File: config.mk
export PLATFORM = sky130hd
export DESIGN_NAME = alu_calculator
export DESIGN_NICKNAME = d
export VERILOG_FILES = /design/src/rtl/alu_calc_pkg.sv /design/src/rtl/seg7_scan.sv /design/src/rtl/alu_calculator.sv
export SDC_FILE = /design/constraint.sdc
export NUM_CORES = 1
export LEC_CHECK = 0
export ABC_AREA = 1
export BUFFER_PORTS_ARGS = -buffer_cell sky130_fd_sc_hd__buf_2
export CORE_AREA = 2 2 86 88
export CTS_CLUSTER_SIZE = 12
export DETAILED_ROUTE_END_ITERATION = 12
export DIE_AREA = 0 0 88 90
export PLACE_DENSITY_LB_ADDON = 0.12
export SLEW_MARGIN = 10
export SYNTH_ARGS = -nofsm -noshare
export SYNTH_HDL_FRONTEND = slang
export SYNTH_SLANG_ARGS = --single-unit
File: constraint.sdc
create_clock -name clk -period 2.05 [get_ports clk]
set_clock_uncertainty 0.05 [all_clocks]
set_input_delay 0.205 -clock clk [delete_from_list [all_inputs] [get_ports clk]]
set_output_delay 0.205 -clock clk [all_outputs]
set_load 0.01 [all_outputs]
File: src/rtl/alu_calc_pkg.sv
// ---------------------------------------------------------------------------
// alu_calc_pkg
//   Shared definitions for the switch/button ALU calculator:
//   - opcode encodings for the sel[2:0] field (OP_ADD .. OP_SHR)
//   - SEG_BLANK, the active-low pattern that turns every segment off
//   - hex_to_seg(), a 4-bit hex to active-low {g,f,e,d,c,b,a} font lookup
// ---------------------------------------------------------------------------
package alu_calc_pkg;

  localparam logic [2:0] OP_ADD = 3'd0;
  localparam logic [2:0] OP_SUB = 3'd1;
  localparam logic [2:0] OP_AND = 3'd2;
  localparam logic [2:0] OP_OR  = 3'd3;
  localparam logic [2:0] OP_XOR = 3'd4;
  localparam logic [2:0] OP_NOT = 3'd5;
  localparam logic [2:0] OP_SHL = 3'd6;
  localparam logic [2:0] OP_SHR = 3'd7;

  localparam logic [6:0] SEG_BLANK = 7'h7F;

  // Segment order is {g,f,e,d,c,b,a}; a 0 lights the segment.
  function automatic logic [6:0] hex_to_seg(input logic [3:0] hex);
    logic [6:0] seg;
    case (hex)
      4'h0:    seg = 7'b1000000;
      4'h1:    seg = 7'b1111001;
      4'h2:    seg = 7'b0100100;
      4'h3:    seg = 7'b0110000;
      4'h4:    seg = 7'b0011001;
      4'h5:    seg = 7'b0010010;
      4'h6:    seg = 7'b0000010;
      4'h7:    seg = 7'b1111000;
      4'h8:    seg = 7'b0000000;
      4'h9:    seg = 7'b0010000;
      4'hA:    seg = 7'b0001000;
      4'hB:    seg = 7'b0000011;
      4'hC:    seg = 7'b1000110;
      4'hD:    seg = 7'b0100001;
      4'hE:    seg = 7'b0000110;
      default: seg = 7'b0001110;
    endcase
    return seg;
  endfunction

endpackage

File: src/rtl/seg7_scan.sv
// ---------------------------------------------------------------------------
// seg7_scan
//   Time-multiplexed driver for a 4-digit common-anode 7-segment display.
//   A free-running SCAN_BITS counter selects the digit via its two MSBs:
//     digit0 = y[3:0], digit1 = y[7:4], digit2 = blank, digit3 = {0,sel}.
//   seg and an are both registered so they always change on the same edge.
// Ports
//   clk   in   system clock
//   rst   in   asynchronous active-high reset (seg blank, all anodes off)
//   y     in   8-bit value shown on digits 1..0 in hex
//   sel   in   3-bit opcode shown on digit 3
//   seg   out  segments {g,f,e,d,c,b,a}, active low
//   an    out  digit anodes, active low, an[0] = rightmost
// ---------------------------------------------------------------------------
module seg7_scan
  import alu_calc_pkg::*;
#(
  parameter int SCAN_BITS = 4
) (
  input  logic       clk,
  input  logic       rst,
  input  logic [7:0] y,
  input  logic [2:0] sel,
  output logic [6:0] seg,
  output logic [3:0] an
);

  logic [SCAN_BITS-1:0] scan_cnt;
  logic [1:0]           digit;
  logic [6:0]           seg_next;
  logic [3:0]           an_next;

  assign digit = scan_cnt[SCAN_BITS-1 -: 2];

  always_comb begin
    // NOTE: every output of a combinational block gets a default first so no
    // path through the case leaves it unassigned, which would infer a latch.
    seg_next = SEG_BLANK;
    an_next  = 4'b1111;
    case (digit)
      2'd0: begin
        seg_next = hex_to_seg(y[3:0]);
        an_next  = 4'b1110;
      end
      2'd1: begin
        seg_next = hex_to_seg(y[7:4]);
        an_next  = 4'b1101;
      end
      2'd2: begin
        seg_next = SEG_BLANK;
        an_next  = 4'b1011;
      end
      default: begin
        seg_next = hex_to_seg({1'b0, sel});
        an_next  = 4'b0111;
      end
    endcase
  end

  always_ff @(posedge clk or posedge rst) begin
    if (rst) begin
      scan_cnt <= '0;
      seg      <= SEG_BLANK;
      an       <= 4'b1111;
    end else begin
      scan_cnt <= scan_cnt + 1'b1;
      seg      <= seg_next;
      an       <= an_next;
    end
  end

endmodule

File: src/rtl/alu_calculator.sv
// ---------------------------------------------------------------------------
// alu_calculator
//   Board-level 8-bit two-operand calculator.
//   btn1 loads operand A from the switches, btn2 loads operand B. Each button
//   goes through a 2-FF synchronizer and a debouncer that requires DB_CYCLES
//   consecutive high samples; the rising edge of the debounced level gives a
//   single one-cycle load pulse, so a held button loads exactly once.
//   sel picks one of eight ALU ops; the result is registered on Y every cycle
//   and shown on the multiplexed 7-segment display together with sel.
// Ports
//   clk   in   system clock, all state on rising edge
//   rst   in   asynchronous active-high reset
//   btn1  in   load-A pushbutton, active high, asynchronous
//   btn2  in   load-B pushbutton, active high, asynchronous
//   in    in   8-bit operand switches
//   sel   in   3-bit operation select
//   Y     out  registered 8-bit ALU result
//   seg   out  segments {g,f,e,d,c,b,a}, active low
//   an    out  digit anodes, active low, an[0] = rightmost
// ---------------------------------------------------------------------------
module alu_calculator
  import alu_calc_pkg::*;
#(
  parameter int DB_CYCLES = 4,
  parameter int SCAN_BITS = 4
) (
  input  logic       clk,
  input  logic       rst,
  input  logic       btn1,
  input  logic       btn2,
  input  logic [7:0] in,
  input  logic [2:0] sel,
  output logic [7:0] Y,
  output logic [6:0] seg,
  output logic [3:0] an
);

  localparam int DB_W = $clog2(DB_CYCLES + 1);
  localparam logic [DB_W-1:0] DB_FULL = DB_W'(DB_CYCLES);

  logic [1:0] btn_raw;
  logic [1:0] load_pulse;   // [0] = load A, [1] = load B
  logic [7:0] op_a;
  logic [7:0] op_b;
  logic [7:0] alu_result;

  assign btn_raw = {btn2, btn1};

  // Button conditioning: identical logic for both buttons.
  for (genvar i = 0; i < 2; i++) begin : g_btn
    logic            sync_meta;
    logic            sync_out;
    logic [DB_W-1:0] stable_cnt;
    logic            level_q;
    logic            level;

    // The count saturates at DB_FULL; any low sample restarts it, which is
    // what rejects glitches shorter than DB_CYCLES.
    assign level         = (stable_cnt == DB_FULL);
    assign load_pulse[i] = level & ~level_q;

    always_ff @(posedge clk or posedge rst) begin
      if (rst) begin
        sync_meta  <= 1'b0;
        sync_out   <= 1'b0;
        stable_cnt <= '0;
        level_q    <= 1'b0;
      end else begin
        // NOTE: sequential state uses non-blocking assignments so every
        // register samples the pre-edge values; with blocking assignments the
        // two synchronizer stages would collapse into one.
        sync_meta <= btn_raw[i];
        sync_out  <= sync_meta;
        level_q   <= level;
        if (!sync_out) begin
          stable_cnt <= '0;
        end else if (stable_cnt != DB_FULL) begin
          stable_cnt <= stable_cnt + 1'b1;
        end
      end
    end
  end

  // Operand registers; both may load the same switch value in one cycle.
  always_ff @(posedge clk or posedge rst) begin
    if (rst) begin
      op_a <= '0;
      op_b <= '0;
    end else begin
      if (load_pulse[0]) op_a <= in;
      if (load_pulse[1]) op_b <= in;
    end
  end

  // 8-bit ALU; carries and borrows fall off the top (mod 256).
  always_comb begin
    alu_result = '0;
    case (sel)
      OP_ADD:  alu_result = op_a + op_b;
      OP_SUB:  alu_result = op_a - op_b;
      OP_AND:  alu_result = op_a & op_b;
      OP_OR:   alu_result = op_a | op_b;
      OP_XOR:  alu_result = op_a ^ op_b;
      OP_NOT:  alu_result = ~op_a;
      OP_SHL:  alu_result = {op_a[6:0], 1'b0};
      default: alu_result = {1'b0, op_a[7:1]};
    endcase
  end

  // Y follows the ALU one cycle later.
  always_ff @(posedge clk or posedge rst) begin
    if (rst) begin
      Y <= '0;
    end else begin
      Y <= alu_result;
    end
  end

  seg7_scan #(
    .SCAN_BITS (SCAN_BITS)
  ) u_scan (
    .clk (clk),
    .rst (rst),
    .y   (Y),
    .sel (sel),
    .seg (seg),
    .an  (an)
  );

endmodule

# --- After elaboration in Yosys (flattened, before gate mapping) ---
# Memory sizes are Yosys's and may differ from the RTL's.
# Index checks and enable logic that the tools add are counted.
word_totals:
  regBits: 51
  latch_bits: 0
  ram_bits: 0
  mem_bits_ro: 280
  inputBits: 15
  out_inout_bits: 19
  word_cells: 53
  mem_count: 3
mem_list:
  columns: ["name", "depth", "width", "read_ports", "rd_ports_with_merged_regs", "wr", "line", "source"]
  rows:
  - ["(no name shown)", 16, 7, 1, 0, 0, "alu_calc_pkg.sv:24", "case (hex)"]
  - ["(no name shown)", 16, 7, 1, 0, 0, "alu_calc_pkg.sv:24", null]
  - ["(no name shown)", 8, 7, 1, 0, 0, "alu_calc_pkg.sv:24", null]
op_classes:
  add_sub_neg: 5
  multipliers: 0
  div_mod_pow: 0
  order_cmp: 0
  n_eq_ne: 14
  n_shift: 0
  n_mux: 7
  bitwise: 8
  n_reduce_logical: 2
ops:
  columns: ["cell", "n"]
  rows:
  - ["8-bit case mux with 7 select lines", 1]
  - ["7-bit case mux with 3 select lines", 1]
  - ["3-bit equality test, second input constant", 5]
  - ["3-bit two-way mux", 4]
  - ["4-bit case mux with 3 select lines", 1]
  - ["8-bit adder", 1]
  - ["8-bit bitwise AND", 1]
  - ["8-bit NOT", 1]
  - ["8-bit bitwise OR", 1]
  - ["8-bit subtractor", 1]
  - ["8-bit XOR", 1]
  - ["3-bit by 1-bit adder with 3-bit output, second input constant", 2]
  - ["3-bit by 2-bit equality test with 1-bit output, second input constant", 2]
  - ["3-bit inequality test, second input constant", 2]
  - ["4-bit by 1-bit adder with 4-bit output, second input constant", 1]
  - ["2-bit by 1-bit inequality test with 1-bit output, second input constant", 2]
  - ["3-bit by 1-bit equality test with 1-bit output, second input constant", 1]
  - ["3-bit zero test", 1]
  - ["1-bit bitwise AND", 2]
  - ["2-bit by 1-bit equality test with 1-bit output, second input constant", 1]
  - ["2-bit equality test, second input constant", 1]
  - ["2-bit zero test", 1]
  - ["1-bit NOT", 2]

# --- Longest topological paths before layout ---
logic_depth:
  word_depth: 3
  depth_mapped: 16
  depth_no_buf: 16

# --- Modules after synthesis ---
# A second synthesis with hierarchy kept.
unflattened:
  hier_cells: 497
  area_unflattened_um2: 3688.5
modules_own_cells:
  columns: ["mod", "n_inst", "cells_per_inst", "area_per_inst_um2", "seq_area_each_um2"]
  rows:
  - ["alu_calculator", 1, 317, 2419.8, 900.9]
  - ["seg7_scan", 1, 180, 1268.7, 389.1]

# --- Least setup slack after synthesis ---
# Ideal clock, no wire load.
synth_path:
  path_kind: "register to register"
  startpoint: "register op_b[0]"
  endpoint: "register Y[7]"
  setup_time_ns: 0.121
  arrival_ns: 1.863
  t_required_ns: 1.879
  path_slack_ns: 0.016
  stages_incl_launch_ff: 15
  path_buffers: 0
  synth_period_minus_slack_ns: 2.034
  cell_sequence: "dfrtp_1 > inv_1 > ha_1 > a31oi_2 > xor2_1 > inv_1 > ha_1 > nand2_1 > nand2_1 > nand2_1 > nand2_1 > a21oi_1 > nand3_1 > nand3_1 > nand2_1"
synth_between:
  elab_chain_len: 2
  word_cells_on_any_way: 3
  cone_classes: "add/sub: 2; mux: 1"
synth_lines:
  columns: ["element", "line", "source"]
  rows:
  - ["start: declaration", "alu_calculator.sv:44", "logic [7:0] op_b;"]
  - ["start signal: assignment", "alu_calculator.sv:91", "if (load_pulse[1]) op_b <= in;"]
  - ["8-bit subtractor / 8-bit adder (equally long branches)", "alu_calculator.sv:100, alu_calculator.sv:99", null]
  - ["8-bit case mux with 7 select lines (*)", "alu_calculator.sv:98", "case (sel)"]
  - ["named net alu_result[7]", "alu_calculator.sv:45", "logic [7:0] alu_result;"]
  - ["end signal: assignment", "alu_calculator.sv:115", "Y <= alu_result;"]
  - ["end: declaration", "alu_calculator.sv:33", "output logic [7:0] Y,"]
# Mark *: on every way through the listed nets, which the timed path passes. The rest lies on a longest branch.
# A chain may end at the register's enable or synchronous reset.

# --- Worst setup path in the final report ---
layout_path:
  startpoint: "register op_b[1]"
  endpoint: "register Y[5]"
# Same word-level chain as after synthesis.

==> flow_summary.json <==
{
  "fin_setup_tns_ns": -0.0468,
  "place_hpwl_um": 6120,
  "cts.sinks": 51,
  "ys_seq_area_share_pct": 35.5,
  "chipHeight_um": 90,
  "drtPass1Iterations": 5,
  "grt_max_degree": 33,
  "path_max_fanout": 4,
  "ys_ff_latch": 51,
  "hold_slack_ns": 0.111,
  "wl_per_cell_um": 12.9,
  "core_um2": 7020,
  "syn-num-nets": 513,
  "initial_core_util_pct": 51.7,
  "clk_latency_ns": 0.31,
  "port_buffers": 33,
  "overflow": 0,
  "grt_util_all_layers_pct": 21.3,
  "cp.required_ns": 2.19,
  "ys_types": 38,
  "post-route-util_pct": 62.4,
  "rsz0062_at_grt": "true",
  "postSynthCellCount": 450,
  "max_freq_ghz": 0.482,
  "violations": "setup timing",
  "antenna_cells": 0,
  "fp.dieArea_um2": 7920,
  "place_area_um2": 4070,
  "path_delay_family": "simple AND/OR/NAND/NOR gates",
  "clockRootBuffer": "clkbuf_8",
  "synth_top_cell_by_area": "dfrtp_1",
  "slew_viol_final": 0,
  "ys_warn_count": 0,
  "pwr-share-comb_pct": 64.5,
  "fin_ws_ns": -0.0227,
  "row_count": 31,
  "synth_top_flop_cell": "dfrtp_1",
  "place_worst_setup_slack_ns": -0.199,
  "cts_tree": "built",
  "maxSlewHeadroom_pct": 67.1,
  "drc": 0,
  "syn_to_final_growth_pct": 20.5,
  "cp-start-kind": "register",
  "finalInstanceArea_um2": 4380,
  "ant_nets": 0,
  "power_density_nw_per_um2": 1550,
  "fin_nets": 580,
  "viasPerCell": 5.06,
  "crit_path_frequent_cell": "nand2_2",
  "clockPowerShare_pct": 9.2,
  "p_sw_mw": 3.18,
  "yosys.cell_count.top_type": "nand2_1",
  "synth_top_area_share_pct": 27.6,
  "synth_top_cells_by_count": "nand2_1 (101), inv_1 (74), ha_1 (47), dfrtp_1 (40), o21ai_0 (28)",
  "synth_edf_count": 0,
  "setup_viol": 3,
  "cts_buffers": 5,
  "status": "complete, but fails checks",
  "crit_buf_inv": 2,
  "finalWirelength_um": 7970,
  "path_cells": "buf_6, nor2_4, nand2_2, nand2_4, xor2_1, inv_1, ha_4, nand2_2, nor2_2, nand2_2, nand3_1, nand2_1, nand3_2, nand4_1",
  "synthArstFlopShare_pct": 100,
  "die_w_um": 88,
  "intPower_mw": 3.59,
  "clockBufferDepth": 2,
  "gp_congestion": 0.899,
  "cp_slowest_cell": "dfrtp_1",
  "end_kind": "register",
  "drtIter0Drc": 180,
  "sw_frac_of_total_pct": 47.0,
  "ioPinCount": 34,
  "cpPeakStageDelay_ns": 0.41,
  "cap_viol_max_count": 0,
  "vdd_drop_max_mv": 0.957,
  "htreeDepth": 2,
  "netlist_area_um2": 3630,
  "hold_viol_final": 0,
  "worst-endpoint-arrival_ns": 2.22,
  "antenna_found_initial": 0,
  "clk_pin_slew_ns": 0.10,
  "vias": 3119,
  "worstMarginPinSlew_ns": 0.493,
  "worstSetupPathType": "register to register",
  "power_leakage_nw": 2.31,
  "seqPwrFrac_pct": 26.2,
  "hold_class": "primary input to register",
  "drive_gt1_share_pct": 27.0,
  "grt_pass1_wl_um": 13800,
  "grt_pass1_vias": 3063,
  "netlist_top_cells_area": "dfrtp_1 (28%), ha_1 (16%), nand2_1 (10%), dfstp_2 (8.0%), inv_1 (7.6%)",
  "min_period_ns": 2.07,
  "syn_avg_cell_area_um2": 8.07,
  "period_share_pct": 101
}
## metrics by stage
stage	total power, mW	instances
after floorplan	4.30	450
after global placement	5.41	601
after detailed placement	5.50	601
after CTS	6.45	614
after global routing	7.47	617
final	6.77	617
## routing by layer
metal	global-route usage, %	vias to the layer above	routed length (um)
met5	0	-	0
met4	7.05	0	132
met3	3.31	13	353
met2	34.7	88	3890
met1	28.8	1427	3600
li1	-	1591	-
## tightest hold or removal path, cell delays in order
cell     delay, ns
buf_2         0.09
inv_1         0.09
o21ai_2       0.06
## state kept, by name (all words and copies together), names as in the netlist, 4 cells and up
name,flops
u_scan.scan_cnt,4
Y,8
g_btn.stable_cnt,6
u_scan.an,4
op_b,8
u_scan.seg,7
op_a,8
## layout by cell type, fill, tap and decap left out, drive strengths merged, types with 2 or more instances in the layout
master	netlist	final
a21oi	13	13
a31oi	4	4
buf	8	66
clkbuf	1	5
clkinv	0	2
dfrtp	40	40
dfstp	11	11
dlygate4sd3	0	3
ha	47	47
inv	78	79
nand2	106	106
nand3	25	25
nand4	7	7
nor2	24	24
nor3	4	4
o2111ai	2	2
o211ai	4	4
o21ai	47	47
o221ai	2	2
o22ai	7	7
o2bb2ai	2	2
or2	3	3
xnor2	2	2
xor2	8	8
## path summary, 6_finish.rpt
| kind | start | endpoint | slack [ns] | cells past startpoint |
|---|---|---|---|---|
| setup / recovery | op_b[1] | Y[5] | -0.02 | 14 |
| hold / removal | in[6] | op_b[6] | 0.11 | 3 |
| setup reg to reg | op_b[1] | Y[5] | -0.02 | 14 |
| hold reg to reg | g_btn[0].sync_meta | g_btn[0].sync_out | 0.31 | 0 |
| max in group asynchronous | rst | op_b[2] | 1.05 | 4 |
| min in group asynchronous | rst | u_scan.scan_cnt[0] | 0.38 | 3 |
## power groups by stage
stage	logic, mW	clock network (mW)	registers, mW
after floorplan	2.54	0	1.76
after global placement	3.65	0	1.76
after detailed placement	3.73	0	1.77
after CTS	4.04	0.639	1.78
after global routing	4.94	0.684	1.84
final	4.37	0.624	1.78
## cell families after synthesis
kind of cell / after synthesis / synth area share [%]
xor gates and xnor gates: 10 / 2.41
AOI/OAI and AO/OA: 84 / 14.9
buffers and inverters: 87 / 10.3
DFF: 51 / 35.5
adders and majority gates: 48 / 16.7
and+or+nand+nor: 170 / 20.1
## repair_timing
action	in CTS	in global routing
gates resized for setup	17	16
buffers inserted	2	3
hold buffers	3	0
endpoints found under the hold margin	10	0
pin swaps	5	14
setup endpoints to repair	4	7
## final cells by class
cell class	instances	area, um^2
multi-input combinational	312	2110
clock buffer	5	68.8
inverter	78	295
sequential	51	1290
clock inverter	3	28.8
timing repair buffer	69	459
fill	614	2640
tap	99	124
No activity file was read; power rests on OpenSTA's default activity.
